<file path="config.mk">
export PLATFORM = sky130hd
export DESIGN_NAME = jpeg_bitstream_feeder
export DESIGN_NICKNAME = d
export VERILOG_FILES = /design/src/rtl/jpeg_bitstream_feeder.sv
export SDC_FILE = /design/constraint.sdc
export NUM_CORES = 1
export LEC_CHECK = 0
export ABC_AREA = 1
export CORE_ASPECT_RATIO = 1.4
export CORE_MARGIN = 2
export CORE_UTILIZATION = 45
export CTS_CLUSTER_SIZE = 30
export DETAILED_ROUTE_END_ITERATION = 10
export GPL_TIMING_DRIVEN = 0
export MAX_ROUTING_LAYER = met4
export SLEW_MARGIN = 20
export SYNTH_ARGS = -nofsm -noshare
export SYNTH_HDL_FRONTEND = slang
export SYNTH_SLANG_ARGS = --single-unit
</file>
<file path="constraint.sdc">
create_clock -name clk_i -period 9.3 [get_ports clk_i]
set_clock_uncertainty 0.05 [all_clocks]
set_input_delay 1.86 -clock clk_i [delete_from_list [all_inputs] [get_ports clk_i]]
set_output_delay 1.86 -clock clk_i [all_outputs]
set_load 0.01 [all_outputs]
</file>
<file path="src/rtl/jpeg_bitstream_feeder.sv">
// jpeg_bitstream_feeder: packs scan bytes into bit-reversed BUS_W words, buffers them, pads with all-ones after end of scan.
// Optional marker stripping (FF00 unstuff, RSTn drop, EOI end) is enabled by defining JPEG_FEEDER_STUFF_STRIP_EN.
module jpeg_bitstream_feeder #(
  parameter int BUS_W      = 32,
  parameter int FIFO_DEPTH = 4
) (
  input  logic             clk_i,
  input  logic             rst_ni,
  input  logic             start_i,
  input  logic [7:0]       byte_data_i,
  input  logic             byte_valid_i,
  output logic             byte_ready_o,
  input  logic             byte_last_i,
  input  logic             request_i,
  output logic [BUS_W-1:0] data_in_o,
  output logic             valid_in_o,
  output logic             done_o,
  output logic             stuff_err_o,
  output logic [31:0]      words_sent_o
);
  localparam int NB = BUS_W / 8;
  localparam int CW = (NB > 1) ? $clog2(NB) : 1;
  localparam int AW = $clog2(FIFO_DEPTH);
  localparam logic [2:0] S_IDLE   = 3'd0;
  localparam logic [2:0] S_ACTIVE = 3'd1;
  localparam logic [2:0] S_FLUSH  = 3'd2;
  localparam logic [2:0] S_DRAIN  = 3'd3;
  localparam logic [2:0] S_PAD    = 3'd4;

  logic [2:0]       st_q, st_d;
  logic [BUS_W-1:0] pk_q, pk_d;
  logic [CW-1:0]    cnt_q, cnt_d;
  logic [BUS_W-1:0] mem_q [FIFO_DEPTH];
  logic [AW-1:0]    wp_q, rp_q;
  logic [AW:0]      fc_q;
  logic [BUS_W-1:0] data_q;
  logic             valid_q;
  logic [31:0]      ws_q;
  logic             full, empty, acc, pack_v, end_scan, push, pop, pad_pop;
  logic [7:0]       pack_b;
  logic [BUS_W-1:0] push_w;

  function automatic logic [7:0] rev8(input logic [7:0] b);
    for (int j = 0; j < 8; j++) rev8[j] = b[7-j];
  endfunction

  assign full         = fc_q == (AW+1)'(FIFO_DEPTH);
  assign empty        = fc_q == '0;
  assign byte_ready_o = (st_q == S_ACTIVE) && !full;
  assign acc          = byte_valid_i && byte_ready_o && !start_i;
  assign pop          = !start_i && request_i && !empty;
  assign pad_pop      = !start_i && request_i && empty && (st_q == S_PAD);
  assign data_in_o    = data_q;
  assign valid_in_o   = valid_q;
  assign done_o       = st_q == S_PAD;
  assign words_sent_o = ws_q;

`ifdef JPEG_FEEDER_STUFF_STRIP_EN
  logic pend_q, pend_d, err_q, err_d;
  // An FF is held back until its successor shows whether it is data or a marker.
  always_comb begin
    pack_v   = 1'b0;
    pack_b   = byte_data_i;
    end_scan = 1'b0;
    pend_d   = pend_q;
    err_d    = err_q;
    if (acc && !pend_q) begin
      pend_d   = (byte_data_i == 8'hFF) && !byte_last_i;
      pack_v   = !pend_d;
      end_scan = byte_last_i;
    end else if (acc) begin
      pend_d   = 1'b0;
      pack_v   = byte_data_i == 8'h00;
      pack_b   = 8'hFF;
      end_scan = byte_last_i || (byte_data_i == 8'hD9);
      err_d    = err_q || !(pack_v || byte_data_i[7:3] == 5'b11010 || byte_data_i == 8'hD9);
    end
  end
  always_ff @(posedge clk_i or negedge rst_ni) begin
    if (!rst_ni) begin
      pend_q <= 1'b0;
      err_q  <= 1'b0;
    end else begin
      pend_q <= start_i ? 1'b0 : pend_d;
      err_q  <= start_i ? 1'b0 : err_d;
    end
  end
  assign stuff_err_o = err_q;
`else
  assign pack_v      = acc;
  assign pack_b      = byte_data_i;
  assign end_scan    = acc && byte_last_i;
  assign stuff_err_o = 1'b0;
`endif

  // Empty lanes rest at all-ones so a flushed partial word is already padded.
  always_comb begin
    st_d   = st_q;
    pk_d   = pk_q;
    cnt_d  = cnt_q;
    push   = 1'b0;
    push_w = pk_q;
    if (pack_v) begin
      pk_d[8*cnt_q +: 8] = rev8(pack_b);
      push   = cnt_q == CW'(NB-1);
      push_w = pk_d;
      cnt_d  = push ? '0 : cnt_q + 1'b1;
      pk_d   = push ? '1 : pk_d;
    end
    case (st_q)
      S_ACTIVE: st_d = end_scan ? S_FLUSH : S_ACTIVE;
      S_FLUSH: begin
        if (cnt_q == '0) begin
          st_d = S_DRAIN;
        end else if (!full) begin
          push   = 1'b1;
          push_w = pk_q;
          pk_d   = '1;
          cnt_d  = '0;
          st_d   = S_DRAIN;
        end
      end
      S_DRAIN: st_d = empty ? S_PAD : S_DRAIN;
      default: st_d = st_q;
    endcase
    if (start_i) begin
      st_d  = S_ACTIVE;
      pk_d  = '1;
      cnt_d = '0;
      push  = 1'b0;
    end
  end

  always_ff @(posedge clk_i or negedge rst_ni) begin
    if (!rst_ni) begin
      st_q  <= S_IDLE;
      pk_q  <= '1;
      cnt_q <= '0;
    end else begin
      st_q  <= st_d;
      pk_q  <= pk_d;
      cnt_q <= cnt_d;
    end
  end

  always_ff @(posedge clk_i) begin
    if (push) mem_q[wp_q] <= push_w;
  end

  always_ff @(posedge clk_i or negedge rst_ni) begin
    if (!rst_ni) begin
      wp_q <= '0;
      rp_q <= '0;
      fc_q <= '0;
    end else if (start_i) begin
      wp_q <= '0;
      rp_q <= '0;
      fc_q <= '0;
    end else begin
      wp_q <= push ? wp_q + 1'b1 : wp_q;
      rp_q <= pop ? rp_q + 1'b1 : rp_q;
      fc_q <= fc_q + {{AW{1'b0}}, push} - {{AW{1'b0}}, pop};
    end
  end

  always_ff @(posedge clk_i or negedge rst_ni) begin
    if (!rst_ni) begin
      data_q  <= '0;
      valid_q <= 1'b0;
      ws_q    <= '0;
    end else begin
      valid_q <= pop || pad_pop;
      data_q  <= pop ? mem_q[rp_q] : (pad_pop ? '1 : data_q);
      ws_q    <= start_i ? '0 : ws_q + {31'd0, pop};
    end
  end
endmodule

</file>
==> results of run 1 <==
-- critical path: stages --
cell and delay [ns]:
clkdlybuf4s50_1 0.47, inv_1 0.04, nor2_1 0.13, nand2_1 0.18, clkinv_1 0.20, buf_2 0.33
ha_1 0.26, ha_1 0.20, nand2_1 0.06, inv_1 0.10, nand2_2 0.08, nor2_2 0.14
inv_1 0.06, nor2_1 0.34, nand3_1 0.14, nand2_1 0.09, nor2_1 0.04
-- state kept, by name, summed over array words and instances, names as in the netlist --
name	flops
cnt_q	2
data_in_o	32
fc_q	3
mem_q	128
pk_q	32
rp_q	2
st_q	3
valid_in_o	1
words_sent_o	32
wp_q	2
-- cell usage in the layout (no fill, tap or decap), types with 20 or more instances in the layout --
master           count
dfrtp_1             77
clkdlybuf4s50_1     78
o21ai_0            120
edfxtp_1           128
clkbuf_1            22
nand3_1             41
o221ai_1            32
nor2_1             134
dfstp_2             32
nand2_1            165
clkbuf_16           25
inv_1              124
nor3_1              20
-- power breakdown --
| part | internal [W] | switching [W] |
|---|---|---|
| clock network | 0.000639 | 0.000415 |
| registers | 0.00124 | 0.0000500 |
| logic | 0.000258 | 0.000411 |
-- how the worst max path moves through the flow --
stage / endpoint / cells after the start / start
final: words_sent_o[30] / 17 / request_i
after global routing: words_sent_o[30] / 17 / request_i
after CTS: words_sent_o[30] / 17 / request_i
after detailed placement: words_sent_o[30] / 17 / request_i
after global placement: words_sent_o[27] / 1 / rst_ni
after floorplan: mem_q[0][0] / 6 / start_i
-- final cells by class --
class | count | area (um2) | share of cell area
Sequential cell | 237 | 6610 | 0.521
Multi-Input combinational cell | 622 | 3220 | 0.253
Timing Repair Buffer | 84 | 922 | 0.0726
Clock buffer | 28 | 647 | 0.0509
Inverter | 133 | 499 | 0.0393
Tap cell | 306 | 383 | 0.0301
Clock inverter | 16 | 216 | 0.0170
Buffer | 43 | 206 | 0.0163
-- through the flow --
step	setup WS (ns)	util	power [W]	area, um2
after floorplan	4.95	-	0.00167	10500
final	4.90	0.549	0.00302	12700
after detailed placement	4.34	0.512	0.00199	11800
after CTS	4.88	0.549	0.00304	12700
after global routing	4.63	0.549	0.00317	12700
after global placement	1.67	0.505	0.00197	11700
-- layer usage --
layer  part of all wire  up-vias  track usage  wire length (um)
li1                   -     3709            -                 -
met1               0.40     3654        0.265             10900
met2               0.53      184        0.410             14200
met3              0.042       42       0.0305              1140
met4              0.027        0       0.0715               733
met5                  0        -            -                 0
-- cells by family after synthesis --
kind of cell,share of synthesized area
buffers and inverters,0.0672
other,0.000357
adder cells (fa/ha/maj),0.0186
AO/OA/AOI/OAI,0.114
AND/OR/NAND/NOR,0.162
flip-flops,0.629
XOR/XNOR,0.00834
==> metrics.json, run 1 <==
{
  "pwr_density_cell_nw_per_um2": 237,
  "timing.hold.worst.class": "flip-flop to flip-flop",
  "postRouteAntennaNets": 0,
  "cts_resized": 0,
  "die_h_um": 185,
  "wirelength_um": 27000,
  "slew_violations": 0,
  "cp-end-kind": "flip-flop",
  "drc_errors": 0,
  "ys_seq_area_frac": 0.629,
  "rsz0062_at_grt": "false",
  "rows": 66,
  "htree_num_levels": 1,
  "cts-hold-fix-buffers": 0,
  "grt_remaining_overflow": 0,
  "place.detailed.instances": 1425,
  "cts_setup_buffers": 0,
  "syn-num-nets": 1064,
  "synth.cell_area_um2": 10500,
  "synth_enable_flop_cells": 128,
  "synth.most_common_cell": "nand2_1",
  "critical_path_required_ns": 9.63,
  "cellLeakagePower_nw": 4.95,
  "synth_cell_types": 42,
  "outcome": "finished, final reports clean",
  "final.setup.tns_ns": 0,
  "wl_per_cell_um": 18.4,
  "grt_pass1_wl_um": 42000,
  "avgViaCountPerCell": 5.17,
  "drt_iter0_markers": 542,
  "fillerInstances": 2078,
  "hold_path.startpoint": "data_in_o[3]",
  "max-cap-violations": 0,
  "achievable-frequency_ghz": 0.227,
  "count_of_yosys_warnings_during_synthesis": 0,
  "final_min_period_over_clock_period": 0.473,
  "n_antenna_cell": 0,
  "critical_path.reg2reg.startpoint": "cnt_q[0]",
  "layout.nets": 1174,
  "gpl.final_weighted_congestion": 0.884,
  "final_cell_count_no_fill": 1469,
  "timing.final.hold_violations": 0,
  "drtPass1Iterations": 5,
  "synthCells": 1035,
  "synthTopCellsByCount": "nand2_1, nor2_1, edfxtp_1, inv_1, o21ai_0",
  "clockBufferDepth": 3,
  "core_area_um2": 23100,
  "slew-limit-headroom": 0.495,
  "async_reset_ff_frac": 0.460,
  "post-synth-top-area-fraction": 0.366,
  "crit_path_max_fanout": 11,
  "cts_made_buffers": 24,
  "maximum_vdd_drop_mv": 0.133,
  "clk_root_buffer_cell": "clkbuf_16",
  "vias": 7589,
  "track_usage": 0.228,
  "grt_antenna_before_repair": 0,
  "timing_worst_setup_path_type": "input pin to flip-flop",
  "rr_worst_depth": 16,
  "worst_r2r_endpoint": "fc_q[2]",
  "layout_min_cycle_time_ns": 4.40,
  "dp.final_hpwl_um": 18900,
  "worst_skew_pair.late_latency_ns": 0.52,
  "timing.reg2reg.setup_slack_ns": 6.04,
  "die_area_um2": 24600,
  "ys_seq_elements": 237,
  "tightest_slew_ns": 0.755,
  "main_synth_ff_type": "edfxtp_1",
  "tritoncts": "built",
  "design.portCount": 82,
  "setup.worst_path.start_class": "input pin",
  "setup_viol_count_final": 0,
  "critical_path_arrival_ns": 4.73,
  "floorplan.initialDensity": 0.454,
  "vias_in_the_first_global_route": 7604,
  "yosys-top-cells-area": "edfxtp_1, dfrtp_1, dfstp_2",
  "whs_endpoint": "data_in_o[3]",
  "postSynthAreaPerCell_um2": 10.1,
  "final_layout_size_suffix_gt1_frac": 0.114,
  "top_cell_type_by_total_area_after_synthesis": "edfxtp_1",
  "grt_start_max_net_pins": 66,
  "final.hold.worst_slack_ns": 0.442,
  "die_w_um": 133,
  "cts.sink_count": 237,
  "clkTransAtPathRegs_ns": 0.07,
  "port-buffer-count": 79,
  "min_delay_path_depth": 2,
  "area.growth.synth_to_final_pct": 20.9
}
Power figures use the tool's default switching activity.
==> run 2: changes to the inputs <==
--- a/config.mk
+++ b/config.mk
@@ -13,6 +13,7 @@
 export DETAILED_ROUTE_END_ITERATION = 10
 export GPL_TIMING_DRIVEN = 0
 export MAX_ROUTING_LAYER = met4
+export PLACE_DENSITY = 0.67
 export SLEW_MARGIN = 20
 export SYNTH_ARGS = -nofsm -noshare
 export SYNTH_HDL_FRONTEND = slang
==> constraint.sdc (replaced) <==
create_clock -name clk_i -period 3.9 [get_ports clk_i]
set_clock_uncertainty 0.05 [all_clocks]
set_input_delay 0.78 -clock clk_i [delete_from_list [all_inputs] [get_ports clk_i]]
set_output_delay 0.78 -clock clk_i [all_outputs]
set_load 0.01 [all_outputs]
==> run 2 against run 1 <==
Compared with the run above: register-to-register slack worse by 5.4 ns; sequential power up 140%; clock power up 120%; critical path depth down 1; first-iteration DRC count down 2.8%; routed wire length down 0.63%.
==> metrics.json, run 2 (synthesized netlist as in run 1, its figures left out) <==
{
  "cts.sink_count": 237,
  "dp.final_hpwl_um": 18700,
  "grt_antenna_before_repair": 0,
  "grt_pass1_wl_um": 41800,
  "design.portCount": 82,
  "layout_min_cycle_time_ns": 3.24,
  "vias_in_the_first_global_route": 7786,
  "outcome": "finished, final reports clean",
  "n_antenna_cell": 0,
  "max-cap-violations": 0,
  "critical_path_required_ns": 4.24,
  "grt_start_max_net_pins": 62,
  "clockBufferDepth": 3,
  "final_layout_size_suffix_gt1_frac": 0.108,
  "wl_per_cell_um": 18.3,
  "timing.final.hold_violations": 0,
  "final.setup.tns_ns": 0,
  "slew_violations": 0,
  "pwr_density_cell_nw_per_um2": 550,
  "largest_register_ffs": 128,
  "cts_made_buffers": 24,
  "achievable-frequency_ghz": 0.309,
  "htree_num_levels": 1,
  "worst_r2r_endpoint": "fc_q[2]",
  "rows": 66,
  "drc_errors": 0,
  "postRouteAntennaNets": 0,
  "slew-limit-headroom": 0.495,
  "cp-end-kind": "flip-flop",
  "commonest_cells_after_routing_fill_and_taps_aside": "nand2_1, nor2_1, edfxtp_1",
  "worst_skew_pair.late_latency_ns": 0.53,
  "track_usage": 0.226,
  "registers.top_by_ff_count": "mem_q",
  "setup.worst_path.start_class": "flip-flop",
  "floorplan.initialDensity": 0.454,
  "timing.reg2reg.setup_slack_ns": 0.66,
  "most_common_cell_after_layout_fill_and_taps_aside": "nand2_1",
  "maximum_vdd_drop_mv": 0.331,
  "cts_setup_buffers": 0,
  "drtPass1Iterations": 5,
  "crit_path_max_fanout": 10,
  "critical_path_arrival_ns": 3.58,
  "rsz0062_at_grt": "false",
  "cts-hold-fix-buffers": 0,
  "final_min_period_over_clock_period": 0.830,
  "clk_root_buffer_cell": "clkbuf_16",
  "critical_path.reg2reg.startpoint": "cnt_q[0]",
  "tritoncts": "built",
  "tightest_slew_ns": 0.756,
  "avgViaCountPerCell": 5.29,
  "vias": 7772,
  "port-buffer-count": 79,
  "timing_worst_setup_path_type": "flip-flop to flip-flop",
  "gpl.final_weighted_congestion": 0.990,
  "die_h_um": 185,
  "cellLeakagePower_nw": 4.91,
  "clkTransAtPathRegs_ns": 0.06,
  "setup_viol_count_final": 0,
  "core_area_um2": 23100,
  "area.growth.synth_to_final_pct": 20.2,
  "die_w_um": 133,
  "wirelength_um": 26800,
  "die_area_um2": 24600,
  "layout.nets": 1174,
  "drt_iter0_markers": 527,
  "post-layout-total-power_w": 0.00695,
  "cts_resized": 0,
  "place_ws_ns": 0.168,
  "rr_worst_depth": 16,
  "timing.hold.worst.class": "input pin to asynchronous set/reset pin",
  "postLayoutCoreUtil": 0.546,
  "final_setup_margin_ns": 0.662,
  "grt_remaining_overflow": 0
}
-- run 2: per-stage QoR --
stage	area, um2	hold WS, ns	instances
after floorplan	10500	0.434	1035
after global placement	11700	0.418	1420
after detailed placement	11800	0.420	1425
after CTS	12600	0.161	1469
after global routing	12600	0.180	1469
final	12600	0.147	1469
-- run 2: area by class of cell --
class / instances / area [um2]
buffer: 43 / 206
clock buffer: 32 / 651
clock inverter: 12 / 124
fill: 2047 / 10500
inverter: 133 / 499
multi-input combinational: 622 / 3220
sequential: 237 / 6610
tap: 306 / 383
timing repair buffer: 84 / 930
-- run 2: worst max-delay path by stage --
stage	startpoint	end	depth (start not counted)
after floorplan	cnt_q[0]	mem_q[0][0]	10
after CTS	cnt_q[0]	fc_q[2]	16
after detailed placement	request_i	words_sent_o[22]	18
after global placement	rst_ni	data_in_o[14]	1
final	cnt_q[0]	fc_q[2]	16
after global routing	request_i	words_sent_o[20]	16
-- run 2: report_power, final --
| part | internal [W] | switching (W) | leakage, nW |
|---|---|---|---|
| clock network | 0.00131 | 0.000961 | 0.379 |
| logic | 0.000616 | 0.000977 | 2.10 |
| registers | 0.00297 | 0.000117 | 2.44 |
| total | 0.00489 | 0.00206 | 4.91 |
-- run 2: per-layer routing --
layer | global-route usage | part of all wire | vias up
met5 | - | 0 | -
met4 | 0.0919 | 0.039 | 0
met3 | 0.0311 | 0.056 | 59
met2 | 0.402 | 0.52 | 252
met1 | 0.256 | 0.38 | 3748
li1 | - | - | 3713
-- run 2: worst max-delay path, cell delays in order, from the launching register on --
cell	delay, ns
dfrtp_1	0.46
buf_2	0.25
inv_1	0.13
ha_1	0.23
inv_1	0.12
nand3_1	0.10
inv_1	0.06
nand2_1	0.09
o22ai_2	0.20
inv_1	0.23
ha_1	0.34
inv_1	0.06
ha_1	0.12
inv_1	0.04
fa_1	0.38
xor2_1	0.18
nor2_1	0.05
